### config.mk
export PLATFORM = sky130hd
export DESIGN_NAME = instruction_fetch_responder
export DESIGN_NICKNAME = d
export VERILOG_FILES = /design/src/rtl/fetch_pkg.sv /design/src/rtl/fetch_buffer_entry.sv /design/src/rtl/instruction_fetch_responder.sv
export SDC_FILE = /design/constraint.sdc
export NUM_CORES = 1
export LEC_CHECK = 0
export BUFFER_PORTS_ARGS = -buffer_cell sky130_fd_sc_hd__buf_2
export CAP_MARGIN = 20
export CELL_PAD_IN_SITES_DETAIL_PLACEMENT = 1
export CELL_PAD_IN_SITES_GLOBAL_PLACEMENT = 1
export CORE_ASPECT_RATIO = 1.1
export CORE_UTILIZATION = 45
export DETAILED_ROUTE_END_ITERATION = 12
export PLACE_DENSITY_LB_ADDON = 0.1
export RECOVER_POWER = 25
export SETUP_SLACK_MARGIN = 0.05
export SKIP_CTS_REPAIR_TIMING = 1
export SYNTH_ARGS = -nofsm -noshare
export SYNTH_HDL_FRONTEND = slang
export SYNTH_HIERARCHICAL = 1
export SYNTH_SLANG_ARGS = --single-unit
export TNS_END_PERCENT = 20
### constraint.sdc
create_clock -name clock -period 3.95 [get_ports clock]
set_clock_uncertainty 0.15 [all_clocks]
set_input_delay 0.1975 -clock clock [delete_from_list [all_inputs] [get_ports clock]]
set_output_delay 0.1975 -clock clock [all_outputs]
set_load 0.05 [all_outputs]
### src/rtl/fetch_pkg.sv
// Shared types for the instruction-fetch responder: FSM states, NOP word and buffer entry.
// Entry count depends on FETCH_PREFETCH_EN (two entries when defined, one otherwise).
package fetch_pkg;

  typedef enum logic {
    IDLE = 1'b0,
    WAIT = 1'b1
  } fetch_state_t;

  localparam logic [31:0] INSTRUCTION_NOP = 32'h0000_0000;

  typedef struct packed {
    logic        valid;
    logic [31:0] tag;
    logic [31:0] data;
  } fetch_entry_t;

`ifdef FETCH_PREFETCH_EN
  localparam int NUM_ENTRIES = 2;
`else
  localparam int NUM_ENTRIES = 1;
`endif

  // True when the byte address lies inside the window reachable by the memory port.
  function automatic logic addr_in_range(input logic [31:0] byte_addr, input int aw);
    return (byte_addr >> (aw + 2)) == 32'd0;
  endfunction

endpackage

### src/rtl/fetch_buffer_entry.sv
// One tagged instruction-buffer entry: write port, demand hit compare and, under
// FETCH_PREFETCH_EN, a second compare used to check whether a prefetch target is resident.
module fetch_buffer_entry
  import fetch_pkg::*;
(
  input  logic        clock,
  input  logic        reset,
  input  logic        i_write_en,
  input  logic [31:0] i_write_tag,
  input  logic [31:0] i_write_data,
  input  logic [31:0] i_lookup_addr,
`ifdef FETCH_PREFETCH_EN
  input  logic [31:0] i_probe_addr,
  output logic        o_probe_hit,
`endif
  output logic        o_hit,
  output logic [31:0] o_data
);

  fetch_entry_t r_entry;

  always_ff @(posedge clock or posedge reset) begin
    if (reset) begin
      r_entry <= '0;
    end else if (i_write_en) begin
      r_entry.valid <= 1'b1;
      r_entry.tag   <= i_write_tag;
      r_entry.data  <= i_write_data;
    end
  end

  assign o_hit  = r_entry.valid && (r_entry.tag == i_lookup_addr);
  assign o_data = r_entry.data;

`ifdef FETCH_PREFETCH_EN
  assign o_probe_hit = r_entry.valid && (r_entry.tag == i_probe_addr);
`endif

endmodule

### src/rtl/instruction_fetch_responder.sv
// Responder side of the IF interface: serves words from a small tagged buffer, fetching misses
// over a req/ack memory port. FETCH_PREFETCH_EN adds a second entry and sequential prefetch.
module instruction_fetch_responder
  import fetch_pkg::*;
#(
  parameter int ADDR_WIDTH = 17
) (
  input  logic                  clock,
  input  logic                  reset,
  input  logic                  chip_enable,
  input  logic [31:0]           address,
  output logic [31:0]           instruction,
  output logic                  instruction_valid,
  output logic                  instruction_misaligned,
  output logic                  stall_request,
  output logic                  mem_read_enable,
  output logic [ADDR_WIDTH-1:0] mem_address,
  input  logic [31:0]           mem_read_data,
  input  logic                  mem_ack
);

  fetch_state_t          r_state;
  logic [31:0]           r_req_addr;
  logic                  r_mem_read_enable;
  logic [ADDR_WIDTH-1:0] r_mem_address;

  logic [NUM_ENTRIES-1:0] w_entry_hit;
  logic [NUM_ENTRIES-1:0] w_write_en;
  logic [31:0]            w_entry_data [NUM_ENTRIES];

  logic        w_misaligned;
  logic        w_out_of_range;
  logic        w_hit;
  logic        w_bypass;
  logic        w_fill;
  logic        w_stall;
  logic        w_decide;
  logic        w_issue;
  logic [31:0] w_issue_addr;
  logic [31:0] w_hit_data;

`ifdef FETCH_PREFETCH_EN
  logic                   r_req_pf;
  logic                   r_req_slot;
  logic                   w_issue_pf;
  logic                   w_issue_slot;
  logic                   w_pf_src;
  logic                   w_src_slot;
  logic [31:0]            w_pf_addr;
  logic [NUM_ENTRIES-1:0] w_probe_hit;
  logic [NUM_ENTRIES-1:0] w_eff_probe;
`endif

  assign w_fill         = (r_state == WAIT) && mem_ack;
  assign w_misaligned   = chip_enable && (address[1:0] != 2'b00);
  assign w_out_of_range = !addr_in_range(address, ADDR_WIDTH);

  generate
    for (genvar gi = 0; gi < NUM_ENTRIES; gi++) begin : g_entry
`ifdef FETCH_PREFETCH_EN
      assign w_write_en[gi]  = w_fill && (r_req_slot == 1'(gi));
      // The slot being filled this cycle already counts as holding the incoming tag.
      assign w_eff_probe[gi] = (w_fill && (r_req_slot == 1'(gi))) ?
                               (r_req_addr == w_pf_addr) : w_probe_hit[gi];
`else
      assign w_write_en[gi]  = w_fill;
`endif
      fetch_buffer_entry u_entry (
        .clock         (clock),
        .reset         (reset),
        .i_write_en    (w_write_en[gi]),
        .i_write_tag   (r_req_addr),
        .i_write_data  (mem_read_data),
        .i_lookup_addr (address),
`ifdef FETCH_PREFETCH_EN
        .i_probe_addr  (w_pf_addr),
        .o_probe_hit   (w_probe_hit[gi]),
`endif
        .o_hit         (w_entry_hit[gi]),
        .o_data        (w_entry_data[gi])
      );
    end
  endgenerate

`ifdef FETCH_PREFETCH_EN
  // A prefetch completing for the current PC is forwarded so a primed stream never stalls.
  assign w_bypass = r_req_pf && w_fill && (address == r_req_addr);
`else
  assign w_bypass = 1'b0;
`endif

  always_comb begin
    w_hit_data = INSTRUCTION_NOP;
    for (int i = 0; i < NUM_ENTRIES; i++) begin
      if (w_entry_hit[i]) begin
        w_hit_data = w_entry_data[i];
      end
    end
    if (w_bypass) begin
      w_hit_data = mem_read_data;
    end
  end

  assign w_hit   = chip_enable && ((|w_entry_hit) || w_bypass);
  assign w_stall = chip_enable && !w_hit && !w_misaligned && !w_out_of_range;

  assign instruction            = w_hit ? w_hit_data : INSTRUCTION_NOP;
  assign instruction_valid      = w_hit || (chip_enable && w_out_of_range && !w_misaligned);
  assign instruction_misaligned = w_misaligned;
  assign stall_request          = w_stall;
  assign mem_read_enable        = r_mem_read_enable;
  assign mem_address            = r_mem_address;

`ifdef FETCH_PREFETCH_EN
  // Requests are chosen in IDLE or back-to-back when a prefetch completes; demand wins.
  assign w_decide   = (r_state == IDLE) || (w_fill && r_req_pf);
  assign w_pf_addr  = address + 32'd4;
  assign w_pf_src   = chip_enable && ((r_state == IDLE) ? (|w_entry_hit) : w_bypass);
  assign w_src_slot = (r_state == IDLE) ? w_entry_hit[1] : r_req_slot;

  always_comb begin
    w_issue      = 1'b0;
    w_issue_addr = address;
    w_issue_pf   = 1'b0;
    w_issue_slot = 1'b0;
    if (w_decide) begin
      if (w_stall) begin
        w_issue = 1'b1;
      end else if (w_pf_src && !(|w_eff_probe) && addr_in_range(w_pf_addr, ADDR_WIDTH)) begin
        w_issue      = 1'b1;
        w_issue_addr = w_pf_addr;
        w_issue_pf   = 1'b1;
        w_issue_slot = !w_src_slot;
      end
    end
  end
`else
  assign w_decide     = (r_state == IDLE);
  assign w_issue      = w_decide && w_stall;
  assign w_issue_addr = address;
`endif

  always_ff @(posedge clock or posedge reset) begin
    if (reset) begin
      r_state           <= IDLE;
      r_req_addr        <= '0;
      r_mem_read_enable <= 1'b0;
      r_mem_address     <= '0;
`ifdef FETCH_PREFETCH_EN
      r_req_pf          <= 1'b0;
      r_req_slot        <= 1'b0;
`endif
    end else begin
      case (r_state)
        IDLE, WAIT: begin
          if (w_issue) begin
            r_state           <= WAIT;
            r_req_addr        <= w_issue_addr;
            r_mem_read_enable <= 1'b1;
            r_mem_address     <= w_issue_addr[ADDR_WIDTH+1:2];
`ifdef FETCH_PREFETCH_EN
            r_req_pf          <= w_issue_pf;
            r_req_slot        <= w_issue_slot;
`endif
          end else if (w_fill) begin
            // Completed request with nothing queued behind it; stray acks in IDLE never get here.
            r_state           <= IDLE;
            r_mem_read_enable <= 1'b0;
          end
        end
        default: begin
          r_state           <= IDLE;
          r_mem_read_enable <= 1'b0;
        end
      endcase
    end
  end

endmodule
==> results of run 1 <==
[routing by layer]
layer | vias up | GRT usage (%)
met4 | 0 | 5.970
met5 | - | 0
met3 | 8 | 4.744
li1 | 1407 | -
met1 | 1505 | 24.11
met2 | 87 | 34.07
[power groups by stage]
stage | combinational, uW | clock [uW] | sequential, uW
finish | 161 | 612 | 1040
global route | 179 | 674 | 1050
CTS | 126 | 640 | 1050
detailed placement | 126 | 0 | 1070
global placement | 123 | 0 | 1060
floorplan | 97.6 | 0 | 1060
[state kept, by name (all words and copies together), names as in the netlist]
| name | flops |
|---|---|
| g_entry.u_entry/r_entry | 33 |
| g_entry.u_entry/o_data | 32 |
| r_req_addr | 32 |
| mem_read_enable | 1 |
[area by class of cell]
class / instances / share of cell area [%]
sequential: 98 / 43.26
multi-input combinational: 188 / 30.21
timing repair buffer: 178 / 20.44
clock buffer: 15 / 3.112
tap: 120 / 2.648
inverter: 3 / 0.1986
clock inverter: 1 / 0.1324
[cell usage after synthesis, types with 3 or more instances]
cell and number:
buf_4 54, clkbuf_1 7, nor4_1 7, nor2_1 3, xor2_1 31, and2_1 16, inv_1 3, mux2_4 14
and3_1 32, dfrtp_1 98, nand3_1 3, mux2_2 67
[kinds of logic after synthesis]
group | share of synthesized area (%)
AOI/OAI and AO/OA | 0.1073
xor gates and xnor gates | 6.015
buffers and inverters | 10.63
DFF | 52.63
muxes | 20.70
and+or+nand+nor | 9.909
[per-stage QoR]
step / cells / utilization (%) / hold slack [ns]
floorplan: 355 / - / 0.1439
global placement: 536 / 49.87 / 0.1973
detailed placement: 536 / 49.87 / 0.1975
CTS: 552 / 51.72 / -0.2047
global route: 603 / 56.78 / 0.3496
finish: 603 / 56.78 / 0.3303
[worst min path at each step]
stage                                   start                              to  slack, ns
2_1_floorplan                         mem_ack                 mem_read_enable       0.14
3_3_place_gp                            reset                  r_req_addr[16]       0.20
3_5_place_dp                            reset                  r_req_addr[16]       0.20
4_1_cts                                 reset                  r_req_addr[16]      -0.20
5_1_grt        g_entry[0].u_entry/r_entry[64]  g_entry[0].u_entry/r_entry[64]       0.35
6_report       g_entry[0].u_entry/r_entry[64]  g_entry[0].u_entry/r_entry[64]       0.33
==> impl_results.md, run 1 <==
* R2r worst-path depth at 8
* Fin. max-slew vios at 72
* H-tree Lvls at 3
* Vias in the first global route at 3019
* Buf/Inv on CP at 4
* Sw frac at 22.86%
* CP max-delay cell: dlygate4sd3_1
* Int Pwr at 1402 uW
* Overall routed net length at 10410 um
* Crit path kind: in -> out
* RR Endpoint: r_req_addr[8]
* PwrDens at 320.7 mW/mm^2
* CP Max Fanout at 33
* First-pass GRT wire length at 15650 um
* Net switching power figure at 415.6 uW
* Area of the multi-input gates at 0.001713 mm^2
* Nets@finish at 546
* Post-synth EDFFs at 0
* Min-delay worst type: reg -> reg
* Final critical-path share of the clock period at 77.81%
* Met1 WL at 4581 um
* Routability cong. at 0.7176
* Flop pwr share at 57.5%
* FF-to-FF Start: g_entry[0].u_entry/r_entry[46]
* I/O pin cnt at 121
* Most common cell after layout, fill and taps aside: buf_2
* Gr ovfl total at 0
* Met3 wire length at 425 um
* CTS Sinks at 98
* Post-DP Area at 0.004980 mm^2
* Max incr delay on CP at 0.53 ns
* N_diodes at 0
* Design area at 0.005669 mm^2
* Slew @ Worst Pin at 1.862 ns
* Initial antenna violation count at 0
* Share of the yosys chip area belonging to registers at 52.63%
* Most frequent CP cell: buf_2
* Combinational share of power at 8.9%
* Synth top area cells: dfrtp_1, mux2_2, buf_4
* Core area at 0.009985 mm^2
* Initial Util at 46.67%
* RSZ-0062 raised after global routing: false
* Top-area cell type share of the netlist area at 52.63%
* Endpoints failing hold at 0
* Share of layout cells above drive strength 1 at 46.38%
* Tmin final at 3.073 ns
* Setup TNS at 0 ns
* Chip width at 99.02 um
* Synth Instances at 355
* Max cap viols at 2
* Final Worst Setup Slack at 0.8766 ns
* Critical path launch point type: input pin
* P&R area growth vs syn at 21.67%
* Top Layer Used: met4
* Die height at 108.7 um
* DP Wirelength at 6977 um
* Worst vdd ir at 230.8 uV
* Initial DRC count at 78
* Failing checks: capacitance limit, slew limit
* Most frequent cells in the layout: buf_2, dfrtp_1, mux2_2, dlygate4sd3_1, and3_1
* Seq. cell area at 0.002452 mm^2
* Asr flop ratio synth at 100.0%
* Clock Power Share at 33.7%
* Overall Power at 1818 uW
* Die Footprint at 0.01077 mm^2
* DR DRC count at 0
* Final Setup Violations at 0
* Fmax at 325.4 MHz
* CTS tree: done
* IO buf count at 120
* Pleak at 0.003180 uW
* Data arrival, critical path at 2.73 ns
* CP Capture Point: instruction[29]
* Met2 Wirelength at 5279 um
* Relative slew slack at -24.11%
* Clock buffer depth at 2
* Area leader, netlist: dfrtp_1
* Wire per inst at 17.26 um
* Reg clk slew, reported paths at 0.09 ns
* ANT nets after route at 0
* GR Util All Layers at 19.55%
* CP required at 3.60 ns
* Worst-path cell chain: dlygate4sd3_1 > buf_2 > xor2_1 > nor4_1 > nand4_1 > nor3_2 > buf_4 > and3_1 > buf_2
* Cell Rows at 38
* Total CTS buffers at 9
* Detailed Routing Iterations Pass 1 at 4
* Vias at 3007
* Crit. path cell count at 9
* Critical path origin: address[14]
* CP Capture Type: output pin
* Delay-heaviest family, CP: buffers and inverters
* Post-synthesis cell area at 0.004659 mm^2
* Unique cell type count in the Yosys netlist at 26
* YS warnings at 6
* Worst Hold Depth at 1
* Syn nets at 423
* Status: finished, violations left
* Worst-Skew Late Latency at 0.36 ns
* Via density at 4.987
* Placement Setup Slack at 1.157 ns
* Pin count of the biggest net entering global routing at 38
* FF+latch count, synth at 98
* Fillers at 1044
* Clock root cell: clkbuf_8
* FF-to-FF setup slack at 1.23 ns
* Post-Syn Area per Cell at 13.13 um^2
* Main synth FF type: dfrtp_1
No activity file was read; power rests on OpenSTA's default activity.
==> run 2, diff against run 1 <==
ABC_AREA = 1   (was default)
CORE_UTILIZATION = 39   (was 45)
clock period = 3.06 ns   (was 3.95 ns; I/O delays follow)
==> run 2 against run 1 <==
Critical path depth rose by 2. Clock power rose by 68%. Setup slack got worse by 0.44 ns. Die area up 23%. The run still ends with capacitance limit, slew limit left. Area after synthesis up 7.0%. Largest cell class unchanged. Power up 51%. Register-to-register slack worse by 0.44 ns. Flip-flop and latch count did not move.
==> impl_results.md, run 2 <==
* Share of layout cells above drive strength 1 at 18.50% (-28 points)
* DP Wirelength at 9132 um (+31%)
* Worst vdd ir at 206.3 uV (-11%)
* Most frequent cells in the layout: nand2_1, buf_2, dfrtp_1, inv_1, nor2_1
* Worst-path cell chain: dlygate4sd3_1 > buf_2 > xnor2_1 > nand2_1 > nor2_1 > nand3_1 > nor2_1 > nand2_1 > buf_4 > nor2_1 > buf_2
* Reg clk slew, reported paths at 0.06 ns (-0.03 ns)
* Fmax at 381.2 MHz
* Via density at 4.515 (-9.5%)
* CTS tree: done
* Post-Syn Area per Cell at 7.634 um^2 (-42%)
* Worst Hold Depth at 7 (+6)
* Share of the yosys chip area belonging to registers at 49.20% (-3.4 points)
* Top-area cell type share of the netlist area at 49.20% (-3.4 points)
* Status: finished, violations left
* RR Endpoint: r_req_addr[22]
* Total CTS buffers at 9 (unchanged)
* Hold Crit Endpoint: r_req_addr[6]
* Min-delay worst type: in -> reg
* Initial Util at 40.71% (-6.0 points)
* Most common cell after layout, fill and taps aside: nand2_1
* Net switching power figure at 661.4 uW (+59%)
* Worst-Skew Late Latency at 0.33 ns (-0.03 ns)
* Non-Filler Instances at 927 (+54%)
* Fin. max-slew vios at 34 (-53%)
* Syn nets at 721 (+70%)
* Tmin final at 2.623 ns
* Unique cell type count in the Yosys netlist at 26 (unchanged)
* Initial DRC count at 165 (+110%)
* FF-to-FF setup slack at 0.79 ns (-0.44 ns)
* Most frequent CP cell: nor2_1
* Final critical-path share of the clock period at 85.73%
* RSZ-0062 raised after global routing: false
* Pleak at 0.003476 uW (+9.3%)
* First-pass GRT wire length at 20070 um (+28%)
* CP max-delay cell: dlygate4sd3_1
* Cell Rows at 42 (+11%)
* GR Util All Layers at 20.02% (+0.47 points)
* Max cap viols at 1 (-1)
* Gr ovfl total at 0 (unchanged)
* YS warnings at 6 (unchanged)
* H-tree Lvls at 3 (unchanged)
* Asr flop ratio synth at 100.0% (unchanged)
* CP Capture Type: output pin
* Overall Power at 2754 uW (+51%)
* Post-synth EDFFs at 0 (unchanged)
* Overall routed net length at 13540 um (+30%)
* Synth top area cells: dfrtp_1, nand2_1, buf_4
* Core area at 0.01224 mm^2 (+23%)
* Failing checks: capacitance limit, slew limit
* Hold slack at 0.2624 ns (-0.06792 ns)
* Main synth FF type: dfrtp_1
* Post-synthesis cell area at 0.004985 mm^2 (+7.0%)
* Max incr delay on CP at 0.53 ns (about the same)
* Critical path launch point type: input pin
* Synth Instances at 653 (+84%)
* ANT nets after route at 0 (unchanged)
* Clock Power Share at 37.5% (+3.8 points)
* CP Max Fanout at 33 (unchanged)
* Crit path kind: in -> out
* Slew @ Worst Pin at 1.987 ns (+0.1252 ns)
* Flop pwr share at 51.1% (-6.4 points)
* Nets@finish at 839 (+54%)
* Combinational share of power at 11.5% (+2.6 points)
* FF+latch count, synth at 98 (unchanged)
* Hold Crit Start: chip_enable
* Placed cells at 863 (+61%)
* Area leader, netlist: dfrtp_1
* Most frequent cell after synthesis: nand2_1
* Vias at 4185 (+39%)
* FF-to-FF Start: g_entry[0].u_entry/r_entry[56]
* DR DRC count at 0 (unchanged)
* Chip width at 109.8 um (+11%)
* CP required at 2.76 ns (-0.84 ns)
* Most frequent cells after synthesis: nand2_1, dfrtp_1, inv_1
* Initial antenna violation count at 0 (unchanged)
* Vias in the first global route at 4050 (+34%)
* R2r worst-path depth at 10 (+2)
* Top reg by flops: g_entry.u_entry/r_entry
* Clock root cell: clkbuf_16
* Data arrival, critical path at 2.32 ns (-0.41 ns)
* Die height at 120.6 um (+11%)
* Clock buffer depth at 2 (unchanged)
* IO buf count at 120 (unchanged)
* Int Pwr at 2093 uW (+49%)
* CTS Sinks at 98 (unchanged)
* Routability cong. at 0.7520 (+4.8%)
* Detailed Routing Iterations Pass 1 at 4 (unchanged)
* Pin count of the biggest net entering global routing at 54 (+42%)
* Final Setup Violations at 0 (unchanged)
* Setup TNS at 0 ns (unchanged)
* Sw frac at 24.02% (+1.2 points)
* Relative slew slack at -32.46% (-8.3 points)
* Largest register FFs at 33 (unchanged)
* I/O pin cnt at 121 (unchanged)
* Endpoints failing hold at 0 (unchanged)
* P&R area growth vs syn at 21.79% (about the same)
* N_diodes at 0 (unchanged)
* PwrDens at 453.6 mW/mm^2 (+41%)
* Wire per inst at 14.60 um (-15%)
* Die Footprint at 0.01324 mm^2 (+23%)
run 2: changes by cell type after synthesis, moves of 14 or more:
cell	before	now
nand2_1	2	254
inv_1	3	91
mux2_2	67	0
nor2_1	3	62
and3_1	32	0
xor2_1	31	3
nand3_1	3	20
and2_1	16	0
o21ai_0	1	16
mux2_4	14	0
run 2: logic make-up (layout without fill, tap and decap cells):
| logic type | after synthesis | in the layout | share of synthesized area [%] |
|---|---|---|---|
| buffers and inverters | 164 | 284 | 17.37 |
| DFF | 98 | 98 | 49.20 |
| and+or+nand+nor | 353 | 353 | 28.84 |
| AOI/OAI and AO/OA | 29 | 29 | 3.012 |
| xor gates and xnor gates | 9 | 9 | 1.581 |
run 2: routing by layer:
layer  GRT usage [%]  part of all wire (%)  vias to the layer above
met5               0                     0                        -
met1           25.77                    43                     1987
met2           34.80                    53                       94
met3           2.264                   3.4                       10
li1                -                     -                     2094
met4           6.250                   1.0                        0
run 2: power by group through the flow:
stage | Sequential [uW] | Clock [uW] | Combinational (uW)
6_report | 1410 | 1030 | 316
3_3_place_gp | 1430 | 0 | 261
4_1_cts | 1410 | 1060 | 273
2_1_floorplan | 1420 | 0 | 207
3_5_place_dp | 1430 | 0 | 271
5_1_grt | 1410 | 1100 | 362
run 2: stage by stage:
step | setup slack (ns) | util (%) | instance area (um^2)
2_1_floorplan | 0.8213 | - | 4985
3_5_place_dp | 0.7438 | 43.45 | 5320
6_report | 0.4367 | 49.58 | 6071
3_3_place_gp | 0.8646 | 43.45 | 5320
4_1_cts | 0.4347 | 45.58 | 5580
5_1_grt | 0.2829 | 49.58 | 6071
run 2: critical path, delay by kind of cell:
kind	cells	cell delay (ns)
xor gates and xnor gates	1	0.16
and+or+nand+nor	6	0.81
buffers and inverters	4	1.18
run 2: worst max path at each step:
| stage | from | endpoint | slack (ns) | cells after the start |
|---|---|---|---|---|
| 6_report | address[13] | instruction[5] | 0.44 | 11 |
| 5_1_grt | address[17] | instruction[5] | 0.28 | 11 |
| 4_1_cts | g_entry[0].u_entry/r_entry[56] | instruction[5] | 0.43 | 10 |
| 3_5_place_dp | g_entry[0].u_entry/r_entry[56] | r_req_addr[22] | 0.74 | 10 |
| 3_3_place_gp | g_entry[0].u_entry/r_entry[56] | instruction[5] | 0.86 | 10 |
| 2_1_floorplan | g_entry[0].u_entry/r_entry[48] | instruction[22] | 0.82 | 7 |
run 2: cell type report:
class / instances / area [um^2]
Timing Repair Buffer: 176 / 1144
Inverter: 95 / 357.8
Clock buffer: 13 / 260.3
Fill cell: 1539 / 6173
Multi-Input combinational cell: 391 / 1664
Sequential cell: 98 / 2452
Tap cell: 154 / 192.7
